<file path="src/rtl/ps2_mouse_init_ctrl.sv">
// PS/2 mouse bring-up sequencer: wait for BAT and ID, exchange commands with ACK/retry, then gate the packet decoder.
// Build option: define SAMPLE_RATE_CFG_EN to send 0xF3 <SAMPLE_RATE> ahead of 0xF4.
module ps2_mouse_init_ctrl #(
   parameter int unsigned MAX_RETRY   = 3,
   parameter int unsigned ACK_TIMEOUT = 33,
   parameter logic [7:0]  SAMPLE_RATE = 8'd100
) (
   input  logic       ps2_clk,
   input  logic       reset,
   input  logic [7:0] rx_byte,
   input  logic       rx_valid,
   input  logic       rx_err,
   output logic [7:0] tx_byte,
   output logic       tx_req,
   input  logic       tx_done,
   output logic       stream_en,
   output logic       init_done,
   output logic       init_fail,
   output logic [1:0] retry_cnt,
   output logic [3:0] state_dbg
);

   localparam logic [3:0] S_WAIT_BAT = 4'd0;
   localparam logic [3:0] S_WAIT_ID  = 4'd1;
   localparam logic [3:0] S_SEND     = 4'd2;
   localparam logic [3:0] S_WAIT_ACK = 4'd3;
   localparam logic [3:0] S_STREAM   = 4'd4;
   localparam logic [3:0] S_FAIL     = 4'd5;

   localparam logic [7:0] RX_BAT_OK  = 8'hAA;
   localparam logic [7:0] RX_ID      = 8'h00;
   localparam logic [7:0] RX_ACK     = 8'hFA;
   localparam logic [7:0] CMD_RESET  = 8'hFF;
   localparam logic [7:0] CMD_ENABLE = 8'hF4;

   localparam int unsigned      TO_W        = $clog2(ACK_TIMEOUT + 1);
   localparam logic [TO_W-1:0]  TO_LIMIT    = ACK_TIMEOUT[TO_W-1:0];
   localparam logic [1:0]       RETRY_LIMIT = MAX_RETRY[1:0];

`ifdef SAMPLE_RATE_CFG_EN
   localparam logic [7:0] CMD_SET_RATE = 8'hF3;
   localparam logic [1:0] LAST_IDX     = 2'd2;

   function automatic logic [7:0] cmd_byte(input logic [1:0] idx);
      case (idx)
         2'd0:    return CMD_SET_RATE;
         2'd1:    return SAMPLE_RATE;
         default: return CMD_ENABLE;
      endcase
   endfunction
`else
   localparam logic [1:0] LAST_IDX = 2'd0;

   function automatic logic [7:0] cmd_byte(input logic [1:0] idx);
      return {8{idx == LAST_IDX}} & CMD_ENABLE;
   endfunction

   // The rate byte has no role when only 0xF4 is sent.
   logic unused_sample_rate;
   assign unused_sample_rate = ^SAMPLE_RATE;
`endif

   logic [3:0]      state_q,     state_d;
   logic [7:0]      tx_byte_q,   tx_byte_d;
   logic            tx_req_q,    tx_req_d;
   logic            stream_en_q, stream_en_d;
   logic            init_done_q, init_done_d;
   logic            init_fail_q, init_fail_d;
   logic [1:0]      retry_cnt_q, retry_cnt_d;
   logic [TO_W-1:0] to_cnt_q,    to_cnt_d;
   logic [1:0]      cmd_idx_q,   cmd_idx_d;
   logic            reset_cmd_q, reset_cmd_d;

   logic ack_rx;
   logic bad_rx;
   logic timed_out;

   assign ack_rx    = rx_valid && (rx_byte == RX_ACK);
   assign bad_rx    = (rx_valid && !ack_rx) || rx_err;
   assign timed_out = (to_cnt_q == TO_LIMIT);

   // NOTE: every variable driven here gets a default first, so no path can infer a latch.
   always_comb begin
      state_d     = state_q;
      tx_byte_d   = tx_byte_q;
      tx_req_d    = tx_req_q;
      stream_en_d = stream_en_q;
      init_done_d = init_done_q;
      init_fail_d = init_fail_q;
      retry_cnt_d = retry_cnt_q;
      to_cnt_d    = to_cnt_q;
      cmd_idx_d   = cmd_idx_q;
      reset_cmd_d = reset_cmd_q;

      case (state_q)
         S_WAIT_BAT: begin
            if (rx_valid && (rx_byte == RX_BAT_OK)) begin
               state_d = S_WAIT_ID;
            end else if (rx_valid || rx_err) begin
               tx_byte_d   = CMD_RESET;
               tx_req_d    = 1'b1;
               reset_cmd_d = 1'b1;
               retry_cnt_d = 2'd0;
               state_d     = S_SEND;
            end
         end

         S_WAIT_ID: begin
            if (rx_valid && (rx_byte == RX_ID)) begin
               cmd_idx_d   = 2'd0;
               tx_byte_d   = cmd_byte(2'd0);
               tx_req_d    = 1'b1;
               reset_cmd_d = 1'b0;
               retry_cnt_d = 2'd0;
               state_d     = S_SEND;
            end else if (rx_valid || rx_err) begin
               // A wrong ID is handled like a failed self-test.
               tx_byte_d   = CMD_RESET;
               tx_req_d    = 1'b1;
               reset_cmd_d = 1'b1;
               retry_cnt_d = 2'd0;
               state_d     = S_SEND;
            end
         end

         S_SEND: begin
            if (tx_done) begin
               tx_req_d = 1'b0;
               to_cnt_d = '0;
               state_d  = S_WAIT_ACK;
            end
         end

         S_WAIT_ACK: begin
            if (!timed_out) begin
               to_cnt_d = to_cnt_q + TO_W'(1);
            end
            if (ack_rx) begin
               retry_cnt_d = 2'd0;
               if (reset_cmd_q) begin
                  reset_cmd_d = 1'b0;
                  state_d     = S_WAIT_BAT;
               end else if (cmd_idx_q == LAST_IDX) begin
                  stream_en_d = 1'b1;
                  init_done_d = 1'b1;
                  state_d     = S_STREAM;
               end else begin
                  cmd_idx_d = cmd_idx_q + 2'd1;
                  tx_byte_d = cmd_byte(cmd_idx_q + 2'd1);
                  tx_req_d  = 1'b1;
                  state_d   = S_SEND;
               end
            end else if (bad_rx || timed_out) begin
               // A retry resends only the byte still held in tx_byte.
               if (retry_cnt_q < RETRY_LIMIT) begin
                  retry_cnt_d = retry_cnt_q + 2'd1;
                  tx_req_d    = 1'b1;
                  state_d     = S_SEND;
               end else begin
                  init_fail_d = 1'b1;
                  stream_en_d = 1'b0;
                  tx_req_d    = 1'b0;
                  state_d     = S_FAIL;
               end
            end
         end

         S_STREAM: begin
            tx_req_d = 1'b0;
         end

         S_FAIL: begin
            tx_req_d    = 1'b0;
            stream_en_d = 1'b0;
         end

         default: begin
            tx_req_d = 1'b0;
            state_d  = S_WAIT_BAT;
         end
      endcase
   end

   // NOTE: state registers use non-blocking assignment so all of them sample pre-edge values.
   always_ff @(negedge ps2_clk or posedge reset) begin
      if (reset) begin
         state_q     <= S_WAIT_BAT;
         tx_byte_q   <= 8'h00;
         tx_req_q    <= 1'b0;
         stream_en_q <= 1'b0;
         init_done_q <= 1'b0;
         init_fail_q <= 1'b0;
         retry_cnt_q <= 2'd0;
         to_cnt_q    <= '0;
         cmd_idx_q   <= 2'd0;
         reset_cmd_q <= 1'b0;
      end else begin
         state_q     <= state_d;
         tx_byte_q   <= tx_byte_d;
         tx_req_q    <= tx_req_d;
         stream_en_q <= stream_en_d;
         init_done_q <= init_done_d;
         init_fail_q <= init_fail_d;
         retry_cnt_q <= retry_cnt_d;
         to_cnt_q    <= to_cnt_d;
         cmd_idx_q   <= cmd_idx_d;
         reset_cmd_q <= reset_cmd_d;
      end
   end

   assign tx_byte   = tx_byte_q;
   assign tx_req    = tx_req_q;
   assign stream_en = stream_en_q;
   assign init_done = init_done_q;
   assign init_fail = init_fail_q;
   assign retry_cnt = retry_cnt_q;
   assign state_dbg = state_q;

endmodule

</file>
<file path="config.mk">
export PLATFORM = sky130hd
export DESIGN_NAME = ps2_mouse_init_ctrl
export DESIGN_NICKNAME = d
export VERILOG_FILES = /design/src/rtl/ps2_mouse_init_ctrl.sv
export SDC_FILE = /design/constraint.sdc
export NUM_CORES = 1
export LEC_CHECK = 0
export ABC_AREA = 1
export ABC_CLOCK_PERIOD_IN_PS = 2600
export CAP_MARGIN = 20
export CORE_UTILIZATION = 40
export DETAILED_ROUTE_END_ITERATION = 10
export HOLD_SLACK_MARGIN = 0.02
export SETUP_SLACK_MARGIN = 0.4
export SLEW_MARGIN = 20
export SYNTH_ARGS = -nofsm -noshare
export SYNTH_HDL_FRONTEND = slang
export SYNTH_SLANG_ARGS = --single-unit
</file>
<file path="constraint.sdc">
create_clock -name ps2_clk -period 2.6 [get_ports ps2_clk]
set_input_delay 0.52 -clock ps2_clk [delete_from_list [all_inputs] [get_ports ps2_clk]]
set_output_delay 0.52 -clock ps2_clk [all_outputs]
set_load 0.05 [all_outputs]
</file>
==> qor.csv <==
metric,value,unit
setup_tns,-3.48,ns
Crit. path cell count,1,
max-slew violation count,0,
worst reg2reg startpoint,state_dbg[2]$_DFFE_NP0P_,
total gr overflow,0,
first-pass GRT wire length,9.32,mm
# Max-Cap Violations,0,
Critical R2R Capture,reset_cmd_q$_DFFE_NP0P_,
clk buf depth,2,
DRT Pass-1 Iters,4,
register area share after synthesis,34.5,%
GPL Wtd Cong,0.927,
Seq cells post-synth,27,
Residual DRC,0,
Crit path buffers/inverters,1,
Die ar.,5180,um^2
Hold Worst Slack,0.458,ns
Synth area leaders,"dfrtn_1 (35%), nand2_1 (17%), nand3_1 (10%), inv_1 (5.4%), nor2_1 (4.8%)",
antenna violations before repair,0,
CP Class,reg2out,
Final Hold Fails,0,
via count,2227,
clk_lat worst skew,0.28,ns
Iteration-0 DRC Markers,224,
max incr delay on CP,0.47,ns
largest net degree at the start of global routing,28,
# clock sinks,27,
worst path cell trace,buf_12,
CTS tree,yes,
status,"complete, but fails checks",
Max-slew headroom,61.0,%
drt via density,5.16,
Starting Density,41.4,%
n_diodes,0,
crit end category,primary output,
CP required,2.08,ns
unrepaired setup endpoints after global routing,yes,
Setup Viol. Count Final,36,
Setup WS post-layout,-0.133,ns
antenna-violating nets left,0,
synthesized instance count,283,
actual transition at the worst max-transition pin,0.584,ns
syn avg cell area,6.91,um^2
CP max stage cell,dfrtn_1,
"EDFF count, synth",0,
Clock transition at path regs,0.06,ns
"Max FO, Critical Path",2,
non-filler cells in the finished layout,432,
Post-Place Worst Slack,-0.930,ns
Die W,71.9,um
failing checks,setup timing,
Hold Path Depth,2,
"reg-to-reg slack, setup",0.51,ns
post-synth top area share,34.5,%
Yosys cell types,29,
H-tree levels,1,
HPWL Detailed,3.71,mm
port buffer count,30,
Mapped Area,1960,um^2
Synthesis Warnings,0,
R2R depth,10,
asr flop ratio synth,100,%
Pleak,0.00169,uW
Worst Setup Start Kind,register,
clock root cell,clkbuf_8,
die height,71.9,um
All-Layer GR Usage,22.5,%
CP Launch Point,tx_byte[1]$_DFFE_NP0P_,
worst setup path end,tx_byte[1],
# nets final,384,
worst-case clock skew,0.00140,ns
vias in the first global route,2031,
Routed WL,5.90,mm
maximum vdd drop,0.000292,V
post-DR wirelength/cell,13.7,um
layout filler cell count,372,
dpl cells,405,
# rows,25,
core area,4720,um^2
dominant cell type by area after synthesis,dfrtn_1,
"delay-heaviest family, CP",flip-flops,
Worst Hold Class,reg2reg,
ratio of cells with drive above 1 in the final layout,45.2,%
clock buffer count from CTS,3,
Pwr Density,433,nW/um^2
"Top FF cell, synth",dfrtn_1,
I/O pins,31,
Syn-to-layout area delta,69.9,%
CP arrival,2.21,ns
"Net Count, Synth",301,
==> final cells by class <==
class / count / area, um^2 / area share [%]
multi-input cells: 217 / 1390 / 41.9
well taps: 67 / 83.8 / 2.52
flip-flops and latches: 27 / 676 / 20.3
repair buffers: 82 / 960 / 28.9
inverters: 35 / 168 / 5.04
clock buffers: 4 / 45.0 / 1.35
==> kinds of logic (layout without fill, tap and decap cells) <==
group                    Yosys count  in the layout  share of synthesized area, %
AND/OR/NAND/NOR                  184            185                          46.0
buffers and inverters             40            121                          8.25
flip-flops                        27             27                          34.5
AO/OA/AOI/OAI                     22             22                          6.01
adder cells (fa/ha/maj)            5              5                          3.20
XOR/XNOR                           4              4                          1.79
other                              1              1                         0.192
==> layer usage <==
metal	share of wire (%)	GRT usage, %	wire length (um)	up-vias
li1	-	-	-	1071
met2	50	38.2	2930	94
met4	2.1	5.01	126	0
met5	0	0	0	-
met1	42	31.3	2500	1042
met3	5.9	2.22	346	20
==> cell usage after synthesis (2+ instances only) <==
cell type  instances
nand2_1           87
nand3_1           39
inv_1             28
dfrtn_1           27
nor2_1            25
o21ai_0           12
nand4_1            7
inv_2              6
nor2_4             6
ha_1               5
a21oi_1            4
nand2_2            4
nor2_2             4
or2_2              4
xor2_1             4
nand3b_1           3
o21ai_1            3
buf_2              2
clkbuf_1           2
nand2_4            2
==> where the power goes <==
| group | switching (uW) | internal [uW] | total, uW | leakage [uW] |
|---|---|---|---|---|
| Sequential | 47.8 | 468 | 516 | 0.000348 |
| Combinational | 355 | 320 | 675 | 0.00132 |
| Clock | 139 | 110 | 250 | 0.0000228 |
==> how the worst min path moves through the flow <==
| stage | startpoint | end | slack (ns) |
|---|---|---|---|
| 2_1_floorplan | cmd_idx_q[1]$_DFFE_NP0P_ | cmd_idx_q[1]$_DFFE_NP0P_ | 0.43 |
| 3_3_place_gp | cmd_idx_q[1]$_DFFE_NP0P_ | cmd_idx_q[1]$_DFFE_NP0P_ | 0.45 |
| 3_5_place_dp | cmd_idx_q[0]$_DFFE_NP0P_ | cmd_idx_q[0]$_DFFE_NP0P_ | 0.46 |
| 6_report | cmd_idx_q[0]$_DFFE_NP0P_ | cmd_idx_q[0]$_DFFE_NP0P_ | 0.46 |
| 4_1_cts | reset_cmd_q$_DFFE_NP0P_ | reset_cmd_q$_DFFE_NP0P_ | 0.46 |
| 5_1_grt | reset_cmd_q$_DFFE_NP0P_ | reset_cmd_q$_DFFE_NP0P_ | 0.50 |
==> repair_timing <==
item / CTS / global route
hold endpoints to repair: 0 / 0
pin swaps: 42 / 13
setup endpoints to repair: 44 / 44
gates resized for setup: 127 / 16
hold buffers: 0 / 0
gates cloned: 1 / 0
setup buffers: 17 / 5
==> sequential cells by signal (all words and copies together), names as in the netlist <==
| signal | count |
|---|---|
| cmd_idx_q | 2 |
| retry_cnt | 2 |
| reset_cmd_q | 1 |
| tx_byte | 8 |
| init_done | 1 |
| tx_req | 1 |
| state_dbg | 4 |
| stream_en | 1 |
| init_fail | 1 |
| to_cnt_q | 6 |
==> metrics by stage <==
stage               utilization [%]  cell area [um^2]  power [uW]
detailed placement             59.3              2800        1070
global route                   70.4              3330        1510
floorplan                         -              2040         805
finish                         70.4              3330        1440
CTS                            68.4              3230        1420
global placement               59.3              2800        1070
==> placed cells by master, fill, tap and decap left out, types with 2 or more instances in the layout <==
cell type | Yosys | routed
nand2_4 | 2 | 10
o21ai_2 | 0 | 4
nand2_8 | 0 | 3
ha_1 | 5 | 5
nand2_2 | 4 | 20
inv_2 | 6 | 5
buf_6 | 0 | 19
nor2_1 | 25 | 21
nor2_4 | 6 | 11
xor2_1 | 4 | 4
nand4_1 | 7 | 7
buf_8 | 0 | 3
o21ai_1 | 3 | 9
clkbuf_8 | 0 | 3
buf_4 | 1 | 38
nor2_2 | 4 | 3
nand3_4 | 1 | 2
or2_4 | 0 | 4
inv_1 | 28 | 23
nand2_1 | 87 | 61
o21ai_0 | 12 | 2
dfrtn_1 | 27 | 27
inv_4 | 0 | 3
buf_12 | 0 | 20
nand3_1 | 39 | 32
nand3_2 | 0 | 6
nand3b_1 | 3 | 3
a21oi_2 | 0 | 2
Power figures use the tool's default switching activity.
